[config.mk]
export PLATFORM = sky130hd
export DESIGN_NAME = mdu_issue_ctrl
export DESIGN_NICKNAME = d
export VERILOG_FILES = /design/src/rtl/mdu_pkg.sv /design/src/rtl/mdu_issue_ctrl.sv
export SDC_FILE = /design/constraint.sdc
export NUM_CORES = 1
export LEC_CHECK = 0
export CORE_MARGIN = 2
export CORE_UTILIZATION = 40
export CTS_CLUSTER_SIZE = 16
export DETAILED_ROUTE_END_ITERATION = 6
export PLACE_DENSITY = 0.81
export SYNTH_ARGS = -nofsm -noshare
export SYNTH_HDL_FRONTEND = slang
export SYNTH_SLANG_ARGS = --single-unit
[constraint.sdc]
create_clock -name clk -period 2 [get_ports clk]
set_input_delay 0.2 -clock clk [delete_from_list [all_inputs] [get_ports clk]]
set_output_delay 0.2 -clock clk [all_outputs]
set_load 0.01 [all_outputs]
[src/rtl/mdu_pkg.sv]
// Shared definitions for the RV32M mult/div issue controller:
// FSM states, 4-bit op encodings and default hold latencies.
package mdu_pkg;

    localparam int XLEN_DEF    = 32;
    localparam int MUL_LAT_DEF = 2;
    localparam int DIV_LAT_DEF = 8;

    typedef enum logic [1:0] {
        IDLE = 2'd0,
        WAIT = 2'd1,
        DONE = 2'd2
    } mdu_state_e;

    // [3] set means "not an M op"; [2:0] is funct3
    localparam logic [3:0] OP_MUL    = 4'b0000;
    localparam logic [3:0] OP_MULH   = 4'b0001;
    localparam logic [3:0] OP_MULHSU = 4'b0010;
    localparam logic [3:0] OP_MULHU  = 4'b0011;
    localparam logic [3:0] OP_DIV    = 4'b0100;
    localparam logic [3:0] OP_DIVU   = 4'b0101;
    localparam logic [3:0] OP_REM    = 4'b0110;
    localparam logic [3:0] OP_REMU   = 4'b0111;
    localparam logic [3:0] OP_NONE   = 4'b1000;

    function automatic logic is_m_op(input logic [3:0] op);
        return !op[3];
    endfunction

    function automatic logic is_div_op(input logic [3:0] op);
        return op[2];
    endfunction

endpackage

[src/rtl/mdu_issue_ctrl.sv]
// Issue controller for the combinational Mult_Div_Unit. Latches one
// M-extension op, holds it on the unit's inputs for a fixed window while
// stalling the pipeline, then captures the result for writeback.
//
// Ports:
//   clk, rst_n               clock, synchronous active-low reset
//   ex_valid_i, ex_op_i      execute-stage instruction and its op code
//   ex_rs1_i, ex_rs2_i       operands
//   ex_rd_i                  destination register
//   flush_i                  pipeline kill, aborts the op in flight
//   stall_o, busy_o          upstream hold / controller not idle
//   mdu_op_o, mdu_a_o/b_o    held inputs of Mult_Div_Unit
//   mdu_result_i             Mult_Div_Unit result
//   wb_valid_o, wb_rd_o,     one-cycle writeback of the completed op
//   wb_data_o
module mdu_issue_ctrl
    import mdu_pkg::*;
#(
    parameter int XLEN    = XLEN_DEF,
    parameter int MUL_LAT = MUL_LAT_DEF,
    parameter int DIV_LAT = DIV_LAT_DEF
) (
    input  logic            clk,
    input  logic            rst_n,
    input  logic            ex_valid_i,
    input  logic [3:0]      ex_op_i,
    input  logic [XLEN-1:0] ex_rs1_i,
    input  logic [XLEN-1:0] ex_rs2_i,
    input  logic [4:0]      ex_rd_i,
    input  logic            flush_i,
    output logic            stall_o,
    output logic            busy_o,
    output logic [3:0]      mdu_op_o,
    output logic [XLEN-1:0] mdu_a_o,
    output logic [XLEN-1:0] mdu_b_o,
    input  logic [XLEN-1:0] mdu_result_i,
    output logic            wb_valid_o,
    output logic [4:0]      wb_rd_o,
    output logic [XLEN-1:0] wb_data_o
);

    localparam int LAT_MAX = (MUL_LAT > DIV_LAT) ? MUL_LAT : DIV_LAT;
    localparam int CW      = $clog2(LAT_MAX) + 1;

    localparam logic [CW-1:0] MUL_CNT = CW'(MUL_LAT - 1);
    localparam logic [CW-1:0] DIV_CNT = CW'(DIV_LAT - 1);

    mdu_state_e      state_q, state_d;
    logic [CW-1:0]   cnt_q,   cnt_d;
    logic [3:0]      op_q,    op_d;
    logic [XLEN-1:0] a_q,     a_d;
    logic [XLEN-1:0] b_q,     b_d;
    logic [4:0]      rd_q,    rd_d;
    logic [4:0]      wb_rd_q, wb_rd_d;
    logic [XLEN-1:0] wb_dat_q, wb_dat_d;

    logic            accept;
    logic            div_by_zero;

    assign accept = (state_q == IDLE) && ex_valid_i
                 && is_m_op(ex_op_i) && !flush_i;

    // A zero divisor needs no iteration time in the unit, so the
    // result is taken after a single hold cycle.
    assign div_by_zero = is_div_op(ex_op_i) && (ex_rs2_i == '0);

    always_comb begin
        state_d  = state_q;
        cnt_d    = cnt_q;
        op_d     = op_q;
        a_d      = a_q;
        b_d      = b_q;
        rd_d     = rd_q;
        wb_rd_d  = wb_rd_q;
        wb_dat_d = wb_dat_q;

        unique case (state_q)
            IDLE: begin
                if (accept) begin
                    op_d    = ex_op_i;
                    a_d     = ex_rs1_i;
                    b_d     = ex_rs2_i;
                    rd_d    = ex_rd_i;
                    state_d = WAIT;
                    if (!is_div_op(ex_op_i)) begin
                        cnt_d = MUL_CNT;
                    end else if (div_by_zero) begin
                        cnt_d = '0;
                    end else begin
                        cnt_d = DIV_CNT;
                    end
                end
            end
            WAIT: begin
                // flush beats completion in the same cycle
                if (flush_i) begin
                    state_d = IDLE;
                    cnt_d   = '0;
                    op_d    = OP_NONE;
                end else if (cnt_q == '0) begin
                    wb_dat_d = mdu_result_i;
                    wb_rd_d  = rd_q;
                    state_d  = DONE;
                end else begin
                    cnt_d = cnt_q - 1'b1;
                end
            end
            DONE: begin
                // operands stay put; only the op returns to idle code
                state_d = IDLE;
                op_d    = OP_NONE;
            end
            default: begin
                state_d = IDLE;
                cnt_d   = '0;
                op_d    = OP_NONE;
            end
        endcase
    end

    always_ff @(posedge clk) begin
        if (!rst_n) begin
            state_q  <= IDLE;
            cnt_q    <= '0;
            op_q     <= OP_NONE;
            a_q      <= '0;
            b_q      <= '0;
            rd_q     <= '0;
            wb_rd_q  <= '0;
            wb_dat_q <= '0;
        end else begin
            state_q  <= state_d;
            cnt_q    <= cnt_d;
            op_q     <= op_d;
            a_q      <= a_d;
            b_q      <= b_d;
            rd_q     <= rd_d;
            wb_rd_q  <= wb_rd_d;
            wb_dat_q <= wb_dat_d;
        end
    end

    assign stall_o    = accept || ((state_q == WAIT) && !flush_i);
    assign busy_o     = (state_q != IDLE);
    assign wb_valid_o = (state_q == DONE) && !flush_i;

    assign mdu_op_o   = op_q;
    assign mdu_a_o    = a_q;
    assign mdu_b_o    = b_q;
    assign wb_rd_o    = wb_rd_q;
    assign wb_data_o  = wb_dat_q;

endmodule
* After elaboration in Yosys (flattened, before gate mapping)
Index checks and enable logic that the tools add are counted.
** Storage, ports and cells
- Register bits after elaboration :: 116
- Input port bits :: 109
** Operators by class
- $add $sub $neg :: 1
- Muxes and demuxes :: 13
- Reduce and logical (&&, ||, !) cells :: 18
- Equality and inequality tests :: 6
- Bitwise gates (word level) :: 2
** Operators by type and width (count)
- $logic_not A32 Y1 :: 1
- $mux W4 :: 5
- $pmux W4 S3 :: 1
- $pmux W4 S2 :: 1
- $logic_and A1 B1 Y1 :: 6
- $mux W2 :: 3
- $mux W3 :: 2
- $ne A3 B3 Y1 const B :: 2
- $reduce_and A2 Y1 :: 3
- $reduce_and A3 Y1 :: 2
- $logic_not A4 Y1 :: 1
- $ne A2 B2 Y1 const B :: 2
- $pmux W2 S2 :: 1
- $sub A4 B1 Y4 const B :: 1
- $eq A2 B1 Y1 const B :: 1
- $eq A2 B2 Y1 const B :: 1
- $logic_not A1 Y1 :: 2
- $logic_not A2 Y1 :: 1
- $not A1 Y1 :: 2
- $reduce_bool A2 Y1 :: 1
- $logic_or A1 B1 Y1 :: 1

* Longest topological paths before layout
Gate-level depths: netlist of the first run.
- Word-level depth :: 6
- Mapped depth :: 8
- Gate-level depth less buffers :: 6

* Worst setup path after synthesis of the first run
OpenSTA, ideal clock, no wires.
- Path kind :: register to register
- Start point :: reg cnt_q[0]
- End point :: reg cnt_q[0]
- Path slack :: 156 ps
- Data arrival time :: 1756 ps
- Cell stages (with the launch flop) :: 7
- Path buffers :: 0
- Required time :: 1912 ps
- Path through :: dfxtp_1 -> inv_1 -> ha_1 -> or3b_1 -> o22ai_1 -> mux2_1 -> a311oi_2
** On the way
- Word-level cells in the longest chain between the ends :: 4
** Ends and longest elaborated chain
- start, declared :: line mdu_issue_ctrl.sv:49 : logic [CW-1:0] cnt_q, cnt_d;
- start signal, assigned :: line mdu_issue_ctrl.sv:133 : cnt_q <= cnt_d;
- $sub A4 B1 Y4 :: line mdu_issue_ctrl.sv:105 : cnt_d = cnt_q - 1'b1;
- $mux W4 :: line mdu_issue_ctrl.sv:100 : end else if (cnt_q == '0) begin
- $mux W4 :: line mdu_issue_ctrl.sv:96 : if (flush_i) begin
- $pmux W4 S3 :: line mdu_issue_ctrl.sv:77 : unique case (state_q)
Parallel ways exist; a longest one is shown, timed or not. The select of a mux whose other input is x is not followed.
A chain may end at the register's enable or synchronous reset.

* Worst setup path in the final report of the first run
- Start point :: reg state_q[0]
- End point :: out wb_valid_o
** On the way
- Word-level cells in the longest chain between the ends :: 2
** Ends and longest elaborated chain
- start, declared :: line mdu_issue_ctrl.sv:48 : mdu_state_e state_q, state_d;
- start signal, assigned :: line mdu_issue_ctrl.sv:132 : state_q <= state_d;
- $eq A2 B2 Y1 :: line mdu_issue_ctrl.sv:145 : assign wb_valid_o = (state_q == DONE) && !flush_i;
- $logic_and A1 B1 Y1 :: line mdu_issue_ctrl.sv:145
- end, declared :: line mdu_issue_ctrl.sv:37 : output logic wb_valid_o,
Every way passes these cells.

==> results of run 1 <==
kinds of logic after synthesis:
kind of cell	Yosys count	synth area share
multiplexers	2	0.00497
adder cells (fa/ha/maj)	2	0.00585
buffers and inverters	41	0.0494
AO/OA/AOI/OAI	124	0.151
flip-flops	116	0.543
AND/OR/NAND/NOR	250	0.245
worst max path at each step:
stage | startpoint | end | cells after the start
global placement | flush_i | cnt_q[1]$_SDFFE_PN0P_ | 6
CTS | state_q[1]$_SDFFE_PN0P_ | wb_valid_o | 2
floorplan | cnt_q[0]$_SDFFE_PN0P_ | cnt_q[0]$_SDFFE_PN0P_ | 6
detailed placement | flush_i | cnt_q[1]$_SDFFE_PN0P_ | 6
global route | state_q[0]$_SDFFE_PN0P_ | wb_valid_o | 3
finish | state_q[0]$_SDFFE_PN0P_ | wb_valid_o | 3
layer usage:
layer  up-vias  routed length [um]  track usage  share of wire
met3        21                1190       0.0872          0.094
li1       2189                   -            -              -
met1      1988                5130        0.248           0.41
met4         0                 204       0.0842          0.016
met2       165                6100        0.356           0.48
met5         -                   0            0              0
worst max-delay path, cell delays in order (launching register included):
cell and delay [ns]:
dfxtp_1 0.31, buf_4 0.16, nor3b_1 0.19, clkdlybuf4s50_1 0.57
power groups by stage:
stage / clock network (mW) / logic (mW) / registers, mW
2_1_floorplan: 0 / 0.187 / 2.48
3_3_place_gp: 0 / 0.598 / 2.45
3_5_place_dp: 0 / 0.610 / 2.46
4_1_cts: 3.05 / 0.615 / 2.41
5_1_grt: 3.17 / 0.660 / 2.42
6_report: 2.98 / 0.613 / 2.41
metrics by stage:
stage | instances | setup WS, ns
6_report | 895 | 0.0746
5_1_grt | 895 | 0.00226
4_1_cts | 895 | 0.0428
3_5_place_dp | 864 | -0.0474
3_3_place_gp | 864 | -0.00134
2_1_floorplan | 535 | 0.156
synth_stat cells (3+ instances only):
library cell / number / area [um^2]
buf_6: 6 / 67.6
dfxtp_1: 116 / 2320
nor4_1: 8 / 50.1
inv_1: 4 / 15.0
nor2_1: 11 / 41.3
clkbuf_1: 20 / 75.1
nand2_1: 215 / 807
a21oi_1: 110 / 551
o21ai_0: 4 / 20.0
buf_2: 10 / 50.1
a22oi_1: 3 / 22.5
state kept, by name, summed over array words and instances (netlist names):
register and flops:
mdu_b_o 32, mdu_op_o 4, wb_rd_o 5, rd_q 5, wb_data_o 32, mdu_a_o 32, cnt_q 4, state_q 2
layout make-up:
type                    instances  area share
clock buffers                  22      0.0647
clock inverters                 9      0.0178
inverters                       5     0.00280
multi-input cells             378       0.245
flip-flops and latches        116       0.325
well taps                     136      0.0238
repair buffers                229       0.321
==> impl_metrics.json, run 1 <==
{
  "dpl-instance-area_um2": 6560,
  "swShare": 0.214,
  "r2r_cells": 6,
  "period_share": 0.963,
  "syn_nets": 646,
  "hp-class": "in2reg",
  "grt_pass1_vias": 4118,
  "ant_nets": 0,
  "syn_avg_cell_area_um2": 7.99,
  "clock_latency_ns": 0.50,
  "skew_ns": 0.00918,
  "final_cell_mix": "214 x nand2_1, 214 x clkdlybuf4s50_1, 115 x dfxtp_1, 110 x a21oi_1, 16 x clkbuf_16",
  "port_buffers": 216,
  "setup-violations-final": 0,
  "r2r_slack_ns": 0.15,
  "peakVddDrop_mv": 0.484,
  "syn_area_um2": 4280,
  "reg2reg_from": "cnt_q[1]$_SDFFE_PN0P_",
  "cts_buffers": 17,
  "grt_pass1_wl_um": 19700,
  "path_clk_slew_ns": 0.06,
  "holdPathStages": 3,
  "ys_ff_latch": 116,
  "internal-power_mw": 4.71,
  "yosysSeqAreaShare": 0.543,
  "route.vias.total": 4363,
  "multiInputGateArea_um2": 1760,
  "cap_viol_max_count": 0,
  "antenna_cells": 0,
  "cts_tree": "yes",
  "max_slew_margin": 0.526,
  "finalHoldViolCount": 0,
  "finish.utilization": 0.690,
  "ctsHoldBuffers": 0,
  "power_density_nw_per_um2": 838,
  "synth.distinct_cells": 33,
  "h-tree-depth": 4,
  "cts_sinks": 116,
  "required_ns": 1.80,
  "syn_to_final_growth_pct": 67.4,
  "avgViaCountPerCell": 4.87,
  "synthFlopType": "dfxtp_1",
  "dr.pass1.iters": 4,
  "grt_max_degree": 70,
  "critPathLaunchType": "flip-flop",
  "finish.net_count": 858,
  "async_flop_share": 0,
  "cts_resized": 2,
  "worst_pin_slew_ns": 0.711,
  "drc": 0,
  "finalSetupTns_ns": 0,
  "gr-total-overflow": 0,
  "die_y_um": 107,
  "antenna_found_initial": 0,
  "fin_area_um2": 7160,
  "die_w_um": 107,
  "critPathKind": "reg2out",
  "drt_iter0_drc": 251,
  "synth_edf_count": 0,
  "regArea_um2": 2320,
  "rsz0062_at_grt": "false",
  "yosys_warnings": 0,
  "drive_gt1_frac": 0.0751,
  "outcome": "completed",
  "critPathArrivalTime_ns": 1.73,
  "core_area_um2": 10400,
  "hpwl_um": 8870,
  "seqPwrFrac": 0.402,
  "p_total_mw": 6.00,
  "die_area_um2": 11500,
  "p_leak_nw": 2.54,
  "power_frac_clock": 0.496,
  "wl_per_cell_um": 14.1,
  "routabilityCongestion": 0.835,
  "cts_max_path_buffers": 2,
  "holdWs_ns": 0.240,
  "wl_um": 12600,
  "final.fill_count": 824,
  "fmax_mhz": 519,
  "syn_inst": 535,
  "power.switching_mw": 1.29,
  "start_util": 0.412,
  "post_cts.repair.setup_buffers": 0,
  "slew_violations": 0,
  "timing.rr.end": "cnt_q[0]$_SDFFE_PN0P_",
  "crit_fanout": 6,
  "pwr-share-comb": 0.102,
  "track_usage": 0.215,
  "hp-start": "ex_rs1_i[5]",
  "clockRootBuffer": "clkbuf_8",
  "fp-row-count": 37,
  "crit_path_end_kind": "primary output",
  "hold_end": "mdu_a_o[5]$_SDFFE_PN0P_",
  "io_pins": 217,
  "min_period_ns": 1.93
}
Power figures use the tool's default switching activity.
==> run 2: changes to the inputs <==
- SETUP_SLACK_MARGIN: default -> 0.1
==> run 2 against run 1 <==
Net effect:
- total power hardly changed
- worst setup slack better by 0.082 ns
- first-iteration DRC count is 20% lower
- clock skew is 0.0012 ns higher
- sequential share of layout area hardly changed
- via count is 0.11% higher
- cell count stayed put
- cell area hardly changed
- highest routed layer unchanged
- critical endpoint is now cnt_q[0]$_SDFFE_PN0P_
==> impl_metrics.json, run 2 (same netlist as run 1, synthesis figures left out) <==
{
  "finish.net_count": 858,
  "crit_slowest_cell": "or3b_4",
  "clock_latency_ns": 0.50,
  "timing.rr.end": "cnt_q[0]$_SDFFE_PN0P_",
  "gr-total-overflow": 0,
  "wl_um": 12600,
  "min_period_ns": 1.84,
  "cts_max_path_buffers": 2,
  "finalHoldViolCount": 0,
  "fp-row-count": 37,
  "start_util": 0.412,
  "track_usage": 0.215,
  "reg2reg_from": "cnt_q[1]$_SDFFE_PN0P_",
  "crit_chain": "inv_1 > ha_2 > or3b_4 > o22ai_2 > mux2_1 > a311oi_2",
  "rsz0062_at_grt": "true",
  "slew_violations": 0,
  "cts_sinks": 116,
  "avgViaCountPerCell": 4.88,
  "critPathKind": "reg2reg",
  "grt_max_degree": 70,
  "final_cell_mix": "214 x nand2_1, 213 x clkdlybuf4s50_1, 115 x dfxtp_1, 110 x a21oi_1, 16 x clkbuf_16",
  "max_slew_margin": 0.525,
  "peakVddDrop_mv": 0.484,
  "required_ns": 2.41,
  "routabilityCongestion": 0.835,
  "setup-violations-final": 0,
  "syn_to_final_growth_pct": 67.4,
  "hpwl_um": 8870,
  "dp_slack_ns": -0.0474,
  "crit_path_end_kind": "flip-flop",
  "post_cts.repair.setup_buffers": 0,
  "route.vias.total": 4368,
  "critPathArrivalTime_ns": 2.25,
  "crit_fanout": 3,
  "dpl-instance-area_um2": 6560,
  "grt_pass1_vias": 4113,
  "worst_pin_slew_ns": 0.713,
  "p_leak_nw": 2.52,
  "die_w_um": 107,
  "core_area_um2": 10400,
  "ctsHoldBuffers": 0,
  "critPathLaunchType": "flip-flop",
  "final_common_cell": "nand2_1",
  "port_buffers": 216,
  "drc": 0,
  "outcome": "completed",
  "r2r_cells": 6,
  "fin_area_um2": 7160,
  "dr.pass1.iters": 4,
  "antenna_found_initial": 0,
  "period_share": 0.922,
  "finish.utilization": 0.690,
  "h-tree-depth": 4,
  "hp-class": "in2reg",
  "p_total_mw": 6.00,
  "endpoint": "cnt_q[0]$_SDFFE_PN0P_",
  "wl_per_cell_um": 14.1,
  "drive_gt1_frac": 0.0777,
  "die_area_um2": 11500,
  "ant_nets": 0,
  "finalSetupTns_ns": 0,
  "drt_iter0_drc": 202,
  "die_y_um": 107,
  "io_pins": 217,
  "fmax_mhz": 542,
  "grt_pass1_wl_um": 19600,
  "cts_resized": 6,
  "startpoint": "cnt_q[1]$_SDFFE_PN0P_",
  "skew_ns": 0.0104,
  "critPathMaxStageDelay_ns": 0.38,
  "r2r_slack_ns": 0.16,
  "path_clk_slew_ns": 0.06,
  "cap_viol_max_count": 0,
  "clockRootBuffer": "clkbuf_8",
  "cts_buffers": 17,
  "power_density_nw_per_um2": 839,
  "cts_tree": "yes",
  "worst_slack_ns": 0.157,
  "antenna_cells": 0
}
run 2: area by class of cell:
| cell class | instances | area [um^2] |
|---|---|---|
| clock inverter | 9 | 128 |
| inverter | 5 | 20.0 |
| tap | 136 | 170 |
| clock buffer | 22 | 463 |
| multi-input combinational | 378 | 1760 |
| timing repair buffer | 229 | 2290 |
| sequential | 116 | 2320 |
| fill | 825 | 3210 |
run 2: worst max-delay path, delay by kind of cell, from the launching register on:
family | cells | cell delay (ns)
AND/OR/NAND/NOR | 1 | 0.38
adder cells (fa/ha/maj) | 1 | 0.18
AO/OA/AOI/OAI | 2 | 0.42
flip-flops | 1 | 0.32
buffers and inverters | 1 | 0.09
multiplexers | 1 | 0.35
run 2: how the worst min path moves through the flow:
stage,cells after the start,slack (ns),end,startpoint
floorplan,1,0.28,mdu_op_o[3]$_SDFFE_PN1P_,rst_n
global placement,2,0.44,wb_rd_o[3]$_SDFFE_PN0P_,rd_q[3]$_SDFFE_PN0P_
detailed placement,2,0.45,wb_data_o[19]$_SDFFE_PN0P_,wb_data_o[19]$_SDFFE_PN0P_
CTS,3,0.21,mdu_a_o[26]$_SDFFE_PN0P_,ex_rs1_i[26]
global route,3,0.22,mdu_a_o[1]$_SDFFE_PN0P_,ex_rs1_i[1]
finish,3,0.24,mdu_a_o[5]$_SDFFE_PN0P_,ex_rs1_i[5]
run 2: power by group:
| group | total [mW] | switching [mW] | internal, mW |
|---|---|---|---|
| logic | 0.616 | 0.254 | 0.361 |
| clock network | 2.98 | 0.998 | 1.98 |
| registers | 2.41 | 0.0339 | 2.38 |
run 2: routing by layer:
| layer | global-route usage | routed length [um] | vias to the layer above |
|---|---|---|---|
| met1 | 0.248 | 5170 | 1996 |
| met3 | 0.0872 | 1140 | 19 |
| met5 | 0 | 0 | - |
| met2 | 0.355 | 6130 | 162 |
| li1 | - | - | 2191 |
| met4 | 0.0842 | 204 | 0 |
run 2: metrics by stage:
step                hold WS (ns)  cells
floorplan                  0.276    535
global placement           0.440    864
detailed placement         0.446    864
CTS                        0.213    895
global route               0.224    895
finish                     0.243    895
==> run 3: changes to the inputs <==
- ABC_AREA: default -> 1
==> run 3 against run 2 <==
Net effect:
- maximum frequency rose by 9.4%
- via count up 2.9%
- worst setup slack improved by 0.16 ns
- first-iteration DRC count rose by 20%
- global-route usage up 1.5 points
- combinational power increased by 22%
- worst hold slack lost 0.11 ns
- die area is 0.28% lower
- total power rose by 6.4%
- cell count up 3.6%
- cell area rose by 0.16%
- core utilization up 0.42 points
- critical endpoint is now wb_valid_o
- largest power group unchanged
==> impl_metrics.json, run 3 <==
{
  "outcome": "completed",
  "io_pins": 217,
  "synth_compound_area_frac": 0.138,
  "power.switching_mw": 1.44,
  "cpLargestDelayFamily": "buffers and inverters",
  "seqPwrFrac": 0.387,
  "avgViaCountPerCell": 4.85,
  "synth_top_family_by_area": "simple AND/OR/NAND/NOR gates",
  "cts_sinks": 116,
  "hpwl_um": 9360,
  "core_area_um2": 10300,
  "die_w_um": 107,
  "crit_chain": "inv_1 > nor2_1 > inv_1 > nor2_1 > dlygate4sd2_1",
  "power_frac_clock": 0.496,
  "path_clk_slew_ns": 0.06,
  "synth.distinct_cells": 20,
  "antenna_cells": 0,
  "syn_nets": 677,
  "muxShareOfSynthArea": 0,
  "required_ns": 1.80,
  "slew_violations": 0,
  "crit_slowest_cell": "dfxtp_2",
  "synth_fa_ha_area_frac": 0.00587,
  "critPathMaxStageDelay_ns": 0.36,
  "final_cell_mix": "242 x nor2_1, 212 x clkdlybuf4s50_1, 114 x dfxtp_1, 107 x o21ai_0, 29 x nand2_1",
  "critPathKind": "reg2out",
  "cts_max_path_buffers": 2,
  "path_buf_inv": 3,
  "ant_nets": 0,
  "track_usage": 0.230,
  "drive_gt1_frac": 0.0657,
  "holdWs_ns": 0.131,
  "skew_ns": 0.0128,
  "finalSetupTns_ns": 0,
  "routabilityCongestion": 0.803,
  "yosysSeqAreaShare": 0.545,
  "swShare": 0.226,
  "finalHoldViolCount": 0,
  "clock_latency_ns": 0.51,
  "drt_iter0_drc": 243,
  "ys_ff_latch": 116,
  "critPathLaunchType": "flip-flop",
  "hp-class": "in2reg",
  "cts_tree": "yes",
  "yosys_warnings": 0,
  "grt_pass1_vias": 4501,
  "route.vias.total": 4493,
  "wl_um": 13300,
  "fin_area_um2": 7170,
  "fmax_mhz": 593,
  "port_buffers": 216,
  "worst_pin_slew_ns": 0.470,
  "rsz0062_at_grt": "false",
  "critPathArrivalTime_ns": 1.49,
  "syn_avg_cell_area_um2": 7.53,
  "syn_to_final_growth_pct": 68.2,
  "power_density_nw_per_um2": 891,
  "grt_max_degree": 58,
  "max_slew_margin": 0.687,
  "synth-simple-area-share": 0.257,
  "async_flop_share": 0,
  "synth_area_leaders": "dfxtp_1 54%, nor2_1 21%, o21ai_0 13%, nand2_1 2.6%, clkbuf_1 1.7%",
  "syn_area_um2": 4260,
  "final_common_cell": "nor2_1",
  "synthFlopType": "dfxtp_1",
  "internal-power_mw": 4.95,
  "cts_buffers": 17,
  "syn_inst": 566,
  "synth_top_cell_by_area": "dfxtp_1",
  "antenna_found_initial": 0,
  "gr-total-overflow": 0,
  "min_period_ns": 1.69,
  "synth_common_cells": "242 x nor2_1, 116 x dfxtp_1, 107 x o21ai_0, 29 x nand2_1, 19 x clkbuf_1",
  "cap_viol_max_count": 0,
  "clockRootBuffer": "clkbuf_8",
  "drc": 0,
  "synth_top_area_share": 0.545,
  "crit_fanout": 3,
  "dpl-instance-area_um2": 6530,
  "setup-violations-final": 0,
  "synth_edf_count": 0,
  "die_area_um2": 11500,
  "dr.pass1.iters": 7,
  "p_leak_nw": 2.89,
  "synth_xor_xnor_area_share": 0.00411,
  "finish.net_count": 889,
  "yosysMostFrequentCell": "nor2_1",
  "pwr-share-comb": 0.118,
  "period_share": 0.843,
  "grt_pass1_wl_um": 20900,
  "crit_path_end_kind": "primary output",
  "start_util": 0.413,
  "wl_per_cell_um": 14.3,
  "die_y_um": 107,
  "final.fill_count": 823,
  "fp-row-count": 37,
  "peakVddDrop_mv": 0.621,
  "h-tree-depth": 4
}
## run 3: cell types whose count changed in the layout (fill, tap and decap cells not counted), moves of 8 or more
cell / previous run / this run
a21oi_1: 110 / 7
inv_1: 3 / 12
nand2_1: 214 / 29
nor2_1: 10 / 242
nor4_1: 8 / 0
o21ai_0: 4 / 107
## run 3: logic make-up after synthesis
logic type               after synthesis
AO/OA/AOI/OAI                        118
adder cells (fa/ha/maj)                2
buffers and inverters                 48
AND/OR/NAND/NOR                      280
flip-flops                           116
XOR/XNOR                               2
## run 3: worst paths after layout
check	start	end	slack [ns]	cells after the start
worst min register to register	mdu_op_o[3]$_SDFFE_PN1P_	mdu_op_o[3]$_SDFFE_PN1P_	0.47	2
worst min-delay path	rst_n	mdu_op_o[3]$_SDFFE_PN1P_	0.13	2
worst max-delay path	state_q[1]$_SDFFE_PN0P_	wb_valid_o	0.31	5
worst max register to register	cnt_q[1]$_SDFFE_PN0P_	wb_data_o[26]$_SDFFE_PN0P_	0.48	8
## run 3: metal layers
metal / track usage / routed length, um / up-vias / share of wire
met5: 0 / 0 / - / 0
met4: 0.0891 / 297 / 0 / 0.022
met3: 0.0872 / 1060 / 23 / 0.080
met2: 0.404 / 6710 / 167 / 0.51
met1: 0.250 / 5210 / 2076 / 0.39
li1: - / - / 2227 / -
## run 3: power groups by stage
stage	Sequential (mW)	Clock [mW]	Combinational [mW]
CTS	2.47	3.22	0.757
finish	2.47	3.17	0.752
global placement	2.51	0	0.732
global route	2.48	3.35	0.819
floorplan	2.55	0	0.241
detailed placement	2.52	0	0.749
## run 3: stage by stage
stage / cells / setup slack (ns) / util / total power [mW]
after CTS: 927 / 0.0478 / 0.694 / 6.44
after floorplan: 566 / 0.677 / - / 2.80
final: 927 / 0.315 / 0.695 / 6.39
after global placement: 893 / 0.233 / 0.632 / 3.24
after detailed placement: 893 / 0.211 / 0.632 / 3.27
after global routing: 927 / 0.168 / 0.695 / 6.64
## run 3: cell type report
type | instances | area (um^2) | area share
multi-input combinational | 402 | 1730 | 0.241
sequential | 116 | 2320 | 0.324
inverter | 14 | 52.6 | 0.00733
clock inverter | 11 | 175 | 0.0244
timing repair buffer | 227 | 2270 | 0.316
clock buffer | 21 | 449 | 0.0626
tap | 136 | 170 | 0.0237
## run 3: repair_timing
item | in CTS | in global routing
endpoints found under the setup margin | 2 | 2
gates resized for setup | 3 | 2
buffers inserted | 2 | 0
pin swaps | 1 | 0
hold buffers | 0 | 0
